$ cat src/rtl/cxu_types.sv
// Shared types for the CX write-path invalidation tracker.
// Holds the per-burst tracking record, the invalidation FSM states and line helpers.
package cxu_types;

    localparam int CX_ADDR_W = 32;
    localparam int CX_ID_W   = 13;

    typedef struct packed {
        logic [CX_ADDR_W-1:0] first_line;
        logic [CX_ADDR_W-1:0] last_line;
        logic [CX_ID_W-1:0]   id;
    } inv_track_t;

    typedef enum logic [1:0] {
        INV_IDLE = 2'd0,
        INV_REQ  = 2'd1,
        INV_RESP = 2'd2,
        INV_PASS = 2'd3
    } inv_state_e;

    function automatic logic [CX_ADDR_W-1:0] line_of(input logic [CX_ADDR_W-1:0] addr,
                                                      input int unsigned         line_bytes);
        return addr & ~(CX_ADDR_W'(line_bytes) - 1'b1);
    endfunction

endpackage

$ cat src/rtl/cx_inv_gen_inv_track_fifo.sv
// DEPTH-entry synchronous FIFO of inv_track_t; head is visible combinationally, 1-cycle push->head.
// Push is ignored while full and pop while empty; push and pop together keep the count.
module inv_track_fifo
    import cxu_types::*;
#(
    parameter int DEPTH = 4
) (
    input  logic       i_clk,
    input  logic       i_rst,
    input  logic       push_vld,
    input  inv_track_t push_dat,
    input  logic       pop_vld,
    output inv_track_t head_dat,
    output logic       full,
    output logic       empty
);
    localparam int PTR_W = $clog2(DEPTH);

    inv_track_t       mem_q [DEPTH];
    inv_track_t       mem_d [DEPTH];
    logic [PTR_W-1:0] wr_ptr_q, wr_ptr_d;
    logic [PTR_W-1:0] rd_ptr_q, rd_ptr_d;
    logic [PTR_W:0]   count_q, count_d;
    logic             do_push, do_pop;

    assign full     = (count_q == (PTR_W+1)'(DEPTH));
    assign empty    = (count_q == '0);
    assign do_push  = push_vld & ~full;
    assign do_pop   = pop_vld & ~empty;
    assign head_dat = mem_q[rd_ptr_q];

    // Pointers wrap naturally because DEPTH is a power of two.
    always_comb begin
        mem_d    = mem_q;
        wr_ptr_d = wr_ptr_q;
        rd_ptr_d = rd_ptr_q;
        count_d  = count_q;
        if (do_push) begin
            mem_d[wr_ptr_q] = push_dat;
            wr_ptr_d        = wr_ptr_q + 1'b1;
        end
        if (do_pop) begin
            rd_ptr_d = rd_ptr_q + 1'b1;
        end
        case ({do_push, do_pop})
            2'b10:   count_d = count_q + 1'b1;
            2'b01:   count_d = count_q - 1'b1;
            default: count_d = count_q;
        endcase
    end

    always_ff @(posedge i_clk or posedge i_rst) begin
        if (i_rst) begin
            for (int i = 0; i < DEPTH; i++) begin
                mem_q[i] <= '0;
            end
            wr_ptr_q <= '0;
            rd_ptr_q <= '0;
            count_q  <= '0;
        end else begin
            mem_q    <= mem_d;
            wr_ptr_q <= wr_ptr_d;
            rd_ptr_q <= rd_ptr_d;
            count_q  <= count_d;
        end
    end

endmodule

$ cat src/rtl/cx_inv_gen.sv
// Holds each AXI write B response until every touched dcache line is invalidated, in AW order.
// B->first inv 1 cycle, 1 cycle per acked line, then B; AW stalls while DEPTH bursts are pending.
module cx_inv_gen
    import cxu_types::*;
#(
    parameter int ADDR_WIDTH = CX_ADDR_W,
    parameter int ID_WIDTH   = CX_ID_W,
    parameter int LINE_BYTES = 32,
    parameter int DEPTH      = 4
) (
    input  logic                  i_clk,
    input  logic                  i_rst,
    input  logic                  s_awvalid,
    output logic                  s_awready,
    input  logic [ADDR_WIDTH-1:0] s_awaddr,
    input  logic [7:0]            s_awlen,
    input  logic [2:0]            s_awsize,
    input  logic [ID_WIDTH-1:0]   s_awid,
    output logic                  m_awvalid,
    input  logic                  m_awready,
    input  logic                  m_bvalid,
    output logic                  m_bready,
    input  logic [1:0]            m_bresp,
    input  logic [ID_WIDTH-1:0]   m_bid,
    output logic                  s_bvalid,
    input  logic                  s_bready,
    output logic [1:0]            s_bresp,
    output logic [ID_WIDTH-1:0]   s_bid,
    output logic                  inv_valid,
    output logic [ADDR_WIDTH-1:0] inv_addr,
    input  logic                  inv_ack,
    output logic                  o_err
);
    localparam logic [ADDR_WIDTH-1:0] LINE_STEP = ADDR_WIDTH'(LINE_BYTES);
    localparam logic [ADDR_WIDTH-1:0] TOP_LINE  = ~(LINE_STEP - 1'b1);

    inv_track_t            push_dat;
    inv_track_t            head_dat;
    logic                  fifo_full, fifo_empty;
    logic                  aw_push, fifo_pop;
    logic [11:0]           burst_bytes;
    logic [ADDR_WIDTH:0]   burst_end;
    logic [ADDR_WIDTH-1:0] last_line;

    inv_state_e            state_q, state_d;
    logic [ADDR_WIDTH-1:0] cur_q, cur_d;
    logic [1:0]            bresp_q, bresp_d;
    logic [ID_WIDTH-1:0]   bid_q, bid_d;
    logic                  err_q, err_d;

    assign m_awvalid = s_awvalid & ~fifo_full;
    assign s_awready = m_awready & ~fifo_full;
    assign aw_push   = s_awvalid & s_awready;
    assign o_err     = err_q;

    // End address carries one extra bit so a burst running past the top of
    // the address space clamps to the last line instead of wrapping to zero.
    always_comb begin
        burst_bytes = (12'(s_awlen) + 12'd1) << s_awsize;
        burst_end   = {1'b0, s_awaddr} + (ADDR_WIDTH+1)'(burst_bytes) - (ADDR_WIDTH+1)'(1);
        last_line   = burst_end[ADDR_WIDTH] ? TOP_LINE
                                            : line_of(burst_end[ADDR_WIDTH-1:0], LINE_BYTES);
        push_dat    = '{first_line: line_of(s_awaddr, LINE_BYTES),
                        last_line:  last_line,
                        id:         s_awid};
    end

    inv_track_fifo #(
        .DEPTH (DEPTH)
    ) u_fifo (
        .i_clk    (i_clk),
        .i_rst    (i_rst),
        .push_vld (aw_push),
        .push_dat (push_dat),
        .pop_vld  (fifo_pop),
        .head_dat (head_dat),
        .full     (fifo_full),
        .empty    (fifo_empty)
    );

    always_comb begin
        state_d   = state_q;
        cur_d     = cur_q;
        bresp_d   = bresp_q;
        bid_d     = bid_q;
        err_d     = err_q;
        m_bready  = 1'b0;
        s_bvalid  = 1'b0;
        s_bresp   = 2'b00;
        s_bid     = '0;
        inv_valid = 1'b0;
        inv_addr  = '0;
        fifo_pop  = 1'b0;
        case (state_q)
            INV_IDLE: begin
                if (m_bvalid) begin
                    if (!fifo_empty) begin
                        bresp_d = m_bresp;
                        bid_d   = m_bid;
                        cur_d   = head_dat.first_line;
                        if (m_bid != head_dat.id) begin
                            err_d = 1'b1;
                        end
                        state_d = INV_REQ;
                    end else begin
                        err_d   = 1'b1;
                        state_d = INV_PASS;
                    end
                end
            end
            INV_REQ: begin
                inv_valid = 1'b1;
                inv_addr  = cur_q;
                if (inv_ack) begin
                    if (cur_q == head_dat.last_line) begin
                        state_d = INV_RESP;
                    end else begin
                        cur_d = cur_q + LINE_STEP;
                    end
                end
            end
            INV_RESP: begin
                s_bvalid = 1'b1;
                s_bresp  = bresp_q;
                s_bid    = bid_q;
                // Memory has held its B since IDLE; release it together with the master's accept.
                if (s_bready) begin
                    m_bready = 1'b1;
                    fifo_pop = 1'b1;
                    state_d  = INV_IDLE;
                end
            end
            INV_PASS: begin
                s_bvalid = m_bvalid;
                s_bresp  = m_bresp;
                s_bid    = m_bid;
                m_bready = s_bready;
                if (m_bvalid && s_bready) begin
                    state_d = INV_IDLE;
                end
            end
            default: state_d = INV_IDLE;
        endcase
    end

    always_ff @(posedge i_clk or posedge i_rst) begin
        if (i_rst) begin
            state_q <= INV_IDLE;
            cur_q   <= '0;
            bresp_q <= '0;
            bid_q   <= '0;
            err_q   <= 1'b0;
        end else begin
            state_q <= state_d;
            cur_q   <= cur_d;
            bresp_q <= bresp_d;
            bid_q   <= bid_d;
            err_q   <= err_d;
        end
    end

endmodule

$ cat config.mk
export PLATFORM = sky130hd
export DESIGN_NAME = cx_inv_gen
export DESIGN_NICKNAME = d
export VERILOG_FILES = /design/src/rtl/cxu_types.sv /design/src/rtl/cx_inv_gen_inv_track_fifo.sv /design/src/rtl/cx_inv_gen.sv
export SDC_FILE = /design/constraint.sdc
export NUM_CORES = 1
export LEC_CHECK = 0
export BUFFER_PORTS_ARGS = -buffer_cell sky130_fd_sc_hd__buf_2
export CAP_MARGIN = 40
export CORE_MARGIN = 3
export CORE_UTILIZATION = 40
export DETAILED_ROUTE_END_ITERATION = 8
export GPL_TIMING_DRIVEN = 0
export HOLD_SLACK_MARGIN = 0.03
export SYNTH_ARGS = -nofsm -noshare
export SYNTH_HDL_FRONTEND = slang
export SYNTH_SLANG_ARGS = --single-unit
$ cat constraint.sdc
create_clock -name i_clk -period 16.73 [get_ports i_clk]
set_clock_uncertainty 0.2 [all_clocks]
set_input_delay 2.5095 -clock i_clk [delete_from_list [all_inputs] [get_ports i_clk]]
set_output_delay 2.5095 -clock i_clk [all_outputs]
set_load 0.02 [all_outputs]
==> metrics.yaml, run 1 <==
synth-edff-count: 0
synth_common_cells: "nand2_1 (434), dfrtp_1 (320), o21ai_0 (220), clkbuf_1 (85), nor2_1 (76)"
vias: 14600
n_antenna_cell: 0
synth_xor_area_share_pct: 3.71
synth_area_um2: 17500
antenna_found_initial: 0
io_pins: 131
cts_buffers: 36
grt_pass1_wl_um: 84400
hp-class: "reg -> reg"
final_nets: 2150
slew_headroom_pct: 44.6
rr_worst_depth: 8
grt_max_degree: 121
cts-root-buf: "clkbuf_16"
first_pass_iters: 5
cp-end-kind: "flip-flop"
dieHeight_um: 215
die_area_um2: 46200
overflow: 0
startpoint_type: "primary input"
fin_crit_sh_pct: 40.8
port_buffers: 123
clk_pin_slew_worst_paths_ps: 60
cts_tree: "done"
worst_pin_slew_ps: 831
synth_compound_area_share_pct: 14.2
first_global_vias: 14400
status: "finished, final reports clean"
cts-resized-gates: 0
hold_ws_ps: 270
multiInputGateArea_um2: 8640
critPathKind: "in -> reg"
post_cts_buffers: 0
post-synth-top-count-cell: "nand2_1"
coreArea_um2: 42500
dpl.hpwl_um: 40400
grt_usage_pct: 23.3
clockBufferDepth: 3
htreeDepth: 2
syn_inst: 1854
arrival_ps: 7020
fin_crit_ps: 6830
rsz0062_at_grt: "no"
setup_viol: 0
worstPathRequired_ps: 16920
start_util_pct: 41.1
insertion_delay_ps: 530
drt_iter0_markers: 1381
fmax_mhz: 146
antenna_left: 0
yosysUniqueCellTypes: 65
holdPathStages: 2
n_fill_cell: 4058
drv_slew: 0
synthAdderAreaFrac_pct: 3.55
synth_top_family_by_area: "simple AND/OR/NAND/NOR gates"
hold_buffers: 0
synthTopCellsByArea: "dfrtp_1 (46%), nand2_1 (9.3%), mux4_2 (7.4%), o21ai_0 (6.3%), ha_1 (3.4%)"
area_delta_synth_final_pct: 14.7
cellPowerDensity_nw_per_um2: 182
synth_seq_area_share_pct: 45.9
cts.sinks: 320
maxCapViolations: 0
avgSynthCellArea_um2: 9.42
crit_fanout: 9
gp_congestion: 0.897
wire_per_inst_um: 20.6
wl_um: 54100
regArea_um2: 8010
postPlaceCellArea_um2: 18900
muxShareOfSynthArea_pct: 10.5
fin_tns_setup_ps: 0
drive_gt1_share_pct: 14.3
dieWidth_um: 215
drc: 0
rows: 75
synthSimpleGateAreaFrac_pct: 17.4
via_per_inst: 5.57
synth_top_area_share_pct: 45.9
synth-main-ff-cell: "dfrtp_1"
synth_top_area_cell: "dfrtp_1"
hold_violations: 0
yosysWarnings: 0
total_leakage_power_nw: 9.15
vdd_ir_drop_max_mv: 0.0737
ys_ff_latch: 320
design_area_um2: 20000
ys_async_sr_fraction_pct: 100
routing by layer:
metal | vias up | routed length [um] | global-route usage [%]
met3 | 98 | 3900 | 4.44
met1 | 7216 | 23500 | 32.4
met5 | - | 0 | 0
li1 | 6774 | - | -
met2 | 528 | 24600 | 36.3
met4 | 0 | 2090 | 8.63
through the flow:
| step | setup slack (ps) | power, W | util (%) | cells |
|---|---|---|---|---|
| floorplan | 5160 | 0.00236 | - | 1858 |
| finish | 9900 | 0.00365 | 47.1 | 2625 |
| detailed placement | 9430 | 0.00288 | 44.5 | 2562 |
| global route | 9550 | 0.00388 | 47.1 | 2625 |
| global placement | 1670 | 0.00283 | 44.3 | 2558 |
| CTS | 9960 | 0.00365 | 47.1 | 2625 |
flip-flops by register name (all words and copies together) (netlist names):
signal / count
u_fifo.mem_q: 268
u_fifo.count_q: 3
u_fifo.rd_ptr_q: 2
bid_q: 13
o_err: 1
bresp_q: 2
state_q: 2
cur_q: 27
u_fifo.wr_ptr_q: 2
worst max-delay path, cell delays in order:
cell and delay (ps):
buf_2 160, ha_1 160, clkbuf_1 330, nand3_1 150
nand3b_1 110, o21ai_0 80, a22o_1 260, o21ai_0 200
o21ai_0 140, ha_1 300, inv_1 40, ha_1 360
and2_1 210, a221o_1 340, a31oi_1 270, a211oi_1 200
nor3_1 440, o21bai_1 150, xnor2_1 460, a31oi_1 150
final cells by class:
cell class	count	area share [%]
multi-input combinational	1343	43.1
sequential	320	40.0
clock buffer	54	5.39
tap	577	3.60
timing repair buffer	127	3.46
buffer	125	2.83
inverter	70	1.35
clock inverter	9	0.281
path summary, 6_finish.rpt:
| check | slack (ps) | endpoint | start |
|---|---|---|---|
| max in group asynchronous | 13400 | u_fifo.mem_q[115] | i_rst |
| worst min-delay path | 270 | u_fifo.mem_q[154] | u_fifo.mem_q[154] |
| worst max register to register | 13080 | cur_q[13] | u_fifo.rd_ptr_q[1] |
| worst max-delay path | 9900 | u_fifo.mem_q[198] | s_awlen[0] |
| worst min register to register | 270 | u_fifo.mem_q[154] | u_fifo.mem_q[154] |
| min in group asynchronous | 1880 | u_fifo.mem_q[293] | i_rst |
kinds of logic after synthesis:
kind of cell | after synthesis
simple gates | 694
compound gates | 427
flops | 320
buf+inv | 195
mux | 94
xor+xnor | 74
fa+ha+maj | 49
other cells | 1
placed cells by master, fill, tap and decap left out, drive strengths merged, types with 5 or more instances in the layout:
| master | n |
|---|---|
| a21boi | 5 |
| nand3 | 31 |
| nor3 | 27 |
| mux4 | 67 |
| o31a | 5 |
| nor4 | 9 |
| clkinv | 6 |
| or2 | 5 |
| a31oi | 45 |
| a21oi | 64 |
| nor2b | 21 |
| and3 | 12 |
| xnor2 | 44 |
| mux2 | 8 |
| a21o | 14 |
| o21bai | 5 |
| nand4 | 14 |
| conb | 5 |
| buf | 164 |
| o22a | 11 |
| o211ai | 25 |
| xor2 | 30 |
| nor2 | 76 |
| dfrtp | 320 |
| nand2b | 5 |
| and2 | 45 |
| o21ai | 223 |
| clkbuf | 142 |
| mux2i | 19 |
| ha | 48 |
| a211oi | 8 |
| nand2 | 434 |
| inv | 73 |
where the power goes:
| part | internal, W | total [W] | switching (W) |
|---|---|---|---|
| Combinational | 0.000636 | 0.00152 | 0.000888 |
| Clock | 0.000447 | 0.000768 | 0.000321 |
| Sequential | 0.00113 | 0.00136 | 0.000225 |
Note: power is estimated with default switching activity, not from simulation.
==> inputs of run 2 (changes only) <==
Settings changed: ABC_AREA set to 1.
Clock period 16.73 ns to 5.7 ns, I/O delays scaled along.
==> metrics.yaml, run 2 <==
synth_top_area_cell: "dfrtp_1"
drc: 0  # unchanged
fin_tns_setup_ps: 0  # unchanged
synthTopCellsByArea: "dfrtp_1 (43%), nand2_1 (23%), o21ai_0 (6.9%), inv_1 (4.1%), nor2_1 (3.5%)"
yosysWarnings: 0  # unchanged
synth_area_um2: 18500  # +5.9%
yosysUniqueCellTypes: 47  # -28%
cts-root-buf: "clkbuf_16"
synth_common_cells: "nand2_1 (1119), dfrtp_1 (320), o21ai_0 (254), inv_1 (203), nor2_1 (173)"
setup_viol: 0  # unchanged
dieHeight_um: 221  # +2.8%
vias: 18300  # +25%
arrival_ps: 4610  # -2410 ps
cellPowerDensity_nw_per_um2: 565  # +210%
coreArea_um2: 45600  # +7.2%
hold_violations: 0  # unchanged
total_leakage_power_nw: 11.1  # +21%
status: "finished, final reports clean"
design_area_um2: 21300  # +6.5%
htreeDepth: 2  # unchanged
drive_gt1_share_pct: 9.38  # -4.9 points
synth_seq_area_share_pct: 43.3  # -2.6 points
startpoint_type: "primary input"
rsz0062_at_grt: "no"
cpPeakStageDelay_ps: 360  # -100 ps
reg.largest.list: "u_fifo.mem_q x268, cur_q x27, bid_q x13"
synth-edff-count: 0  # unchanged
gp_congestion: 0.927  # +3.4%
cp_common_cell: "nand2_1"
cts.sinks: 320  # unchanged
grt_usage_pct: 26.8  # +3.6 points
power_frac_comb_pct: 46.0  # +4.2 points
clockBufferDepth: 3  # unchanged
cp_top_family: "simple AND/OR/NAND/NOR gates"
cts_buffers: 37  # +2.8%
antenna_found_initial: 1  # +1
dieWidth_um: 221  # +2.8%
overflow: 0  # unchanged
start_util_pct: 40.6  # -0.49 points
first_pass_iters: 5  # unchanged
cts_tree: "done"
clockPowerShare_pct: 20.6  # -0.4 points
first_global_vias: 17300  # +20%
die_area_um2: 48900  # +5.8%
wl_um: 66900  # +24%
layout_commonest_cell: "nand2_1"
area_delta_synth_final_pct: 15.3
slew_headroom_pct: 42.7  # -1.9 points
fmax_mhz: 229
avgSynthCellArea_um2: 7.03  # -25%
post_cts_buffers: 0  # unchanged
clk_pin_slew_worst_paths_ps: 60  # about the same
grt_use_met1_pct: 36.5  # +4.1 points
fin_crit_ps: 4370
p_int_w: 0.00659  # +200%
insertion_delay_ps: 560  # +30 ps
final_cell_mix: "nand2_1 (1119), dfrtp_1 (320), o21ai_0 (254)"
worstPathRequired_ps: 5950  # -10970 ps
critPathKind: "in -> reg"
synth_top_area_share_pct: 43.3  # -2.6 points
synth-main-ff-cell: "dfrtp_1"
wire_per_inst_um: 19.5  # -5.6%
final_nets: 2935  # +37%
maxCapViolations: 0  # unchanged
drt_iter0_markers: 1853  # +34%
antenna_left: 0  # unchanged
hold_buffers: 0  # unchanged
p_sw_share_pct: 45.3  # +6.0 points
worst_pin_slew_ps: 860  # +29.0 ps
use_met2_pct: 42.5  # +6.2 points
via_per_inst: 5.32  # -4.5%
vdd_ir_drop_max_mv: 0.336  # +360%
grt_pass1_wl_um: 103000  # +22%
drv_slew: 0  # unchanged
largest_register_ffs: 268  # unchanged
dp.cells: 3369  # +31%
grt_max_degree: 40  # -67%
cts-resized-gates: 0  # unchanged
crit_fanout: 10  # +1
grtUsageMet3_pct: 3.87  # -0.56 points
grt.busiest_layer: "met2"
power.switching_w: 0.00547  # +280%
seq_power_share_pct: 33.4  # -3.8 points
ys_async_sr_fraction_pct: 100  # unchanged
cp-end-kind: "flip-flop"
rows: 78  # +4.0%
post-synth-top-count-cell: "nand2_1"
syn_inst: 2633  # +42%
r2r-start: "u_fifo.rd_ptr_q[1]"
power_w: 0.0121  # +230%
postPlaceCellArea_um2: 20100  # +6.2%
hp-class: "in -> async"
io_pins: 131  # unchanged
ys_ff_latch: 320  # unchanged
stdcell_count: 3435  # +31%
cpMaxStageDelayCell: "ha_1"
regMostFlops: "u_fifo.mem_q"
n_antenna_cell: 0  # unchanged
cp_num_buf_inv: 5  # +2
dpl.hpwl_um: 50200  # +24%
port_buffers: 123  # unchanged
utilization_pct: 46.8  # -0.31 points
fin_crit_sh_pct: 76.6
setup.worst_path.start: "s_awlen[0]"
## run 2: cell types whose count changed in the layout (fill, tap and decap cells not counted), sizes merged, moves of 24 or more
cell	change
and2	-45
a31oi	-39
o21ai	+31
nand2	+697
nor2	+99
nand3	+96
mux4	-67
xnor2	-33
inv	+136
buf	+24
## run 2: cell families (layout without fill, tap and decap cells)
group | Yosys count | in the layout | share of synthesized area, %
xor gates and xnor gates | 57 | 57 | 2.70
buffers and inverters | 341 | 539 | 7.61
other | 1 | 5 | 0.0203
muxes | 4 | 4 | 0.216
adders and majority gates | 49 | 49 | 3.35
AOI/OAI and AO/OA | 376 | 376 | 11.1
DFF | 320 | 320 | 43.3
and+or+nand+nor | 1485 | 1485 | 31.8
## run 2: layer usage
metal	vias to the layer above	part of all wire, %
met5	-	0
met2	696	45
li1	8697	-
met1	8753	44
met4	0	4.9
met3	122	6.0
## run 2: final timing paths
check | depth (start not counted) | end | slack [ps]
setup / recovery | 28 | u_fifo.mem_q[18] | 1330
hold / removal | 2 | bresp_q[1] | 130
setup reg to reg | 10 | cur_q[10] | 2460
hold reg to reg | 2 | u_fifo.mem_q[179] | 280
max in group asynchronous | 6 | u_fifo.mem_q[140] | 3910
min in group i_clk | 2 | u_fifo.mem_q[179] | 280
## run 2: final cells by class
class | instances | area, um2
plain buffers | 132 | 621
inverters | 209 | 791
well taps | 600 | 751
clock buffers | 55 | 1130
multi-input cells | 1976 | 9100
repair buffers | 132 | 796
fillers | 4657 | 24200
clock inverters | 11 | 139
flip-flops and latches | 320 | 8010
## run 2: power by group through the flow
stage	combinational, W	sequential [W]	clock, W
floorplan	0.00368	0.00385	0
global placement	0.00538	0.00401	0
detailed placement	0.00548	0.00403	0
CTS	0.00551	0.00401	0.00251
global route	0.00614	0.00415	0.00261
finish	0.00555	0.00403	0.00248
## run 2: stage by stage
step	hold WS (ps)	setup WS, ps
detailed placement	260	752
global route	148	996
finish	125	1330
floorplan	244	378
global placement	256	-1670
CTS	124	1340
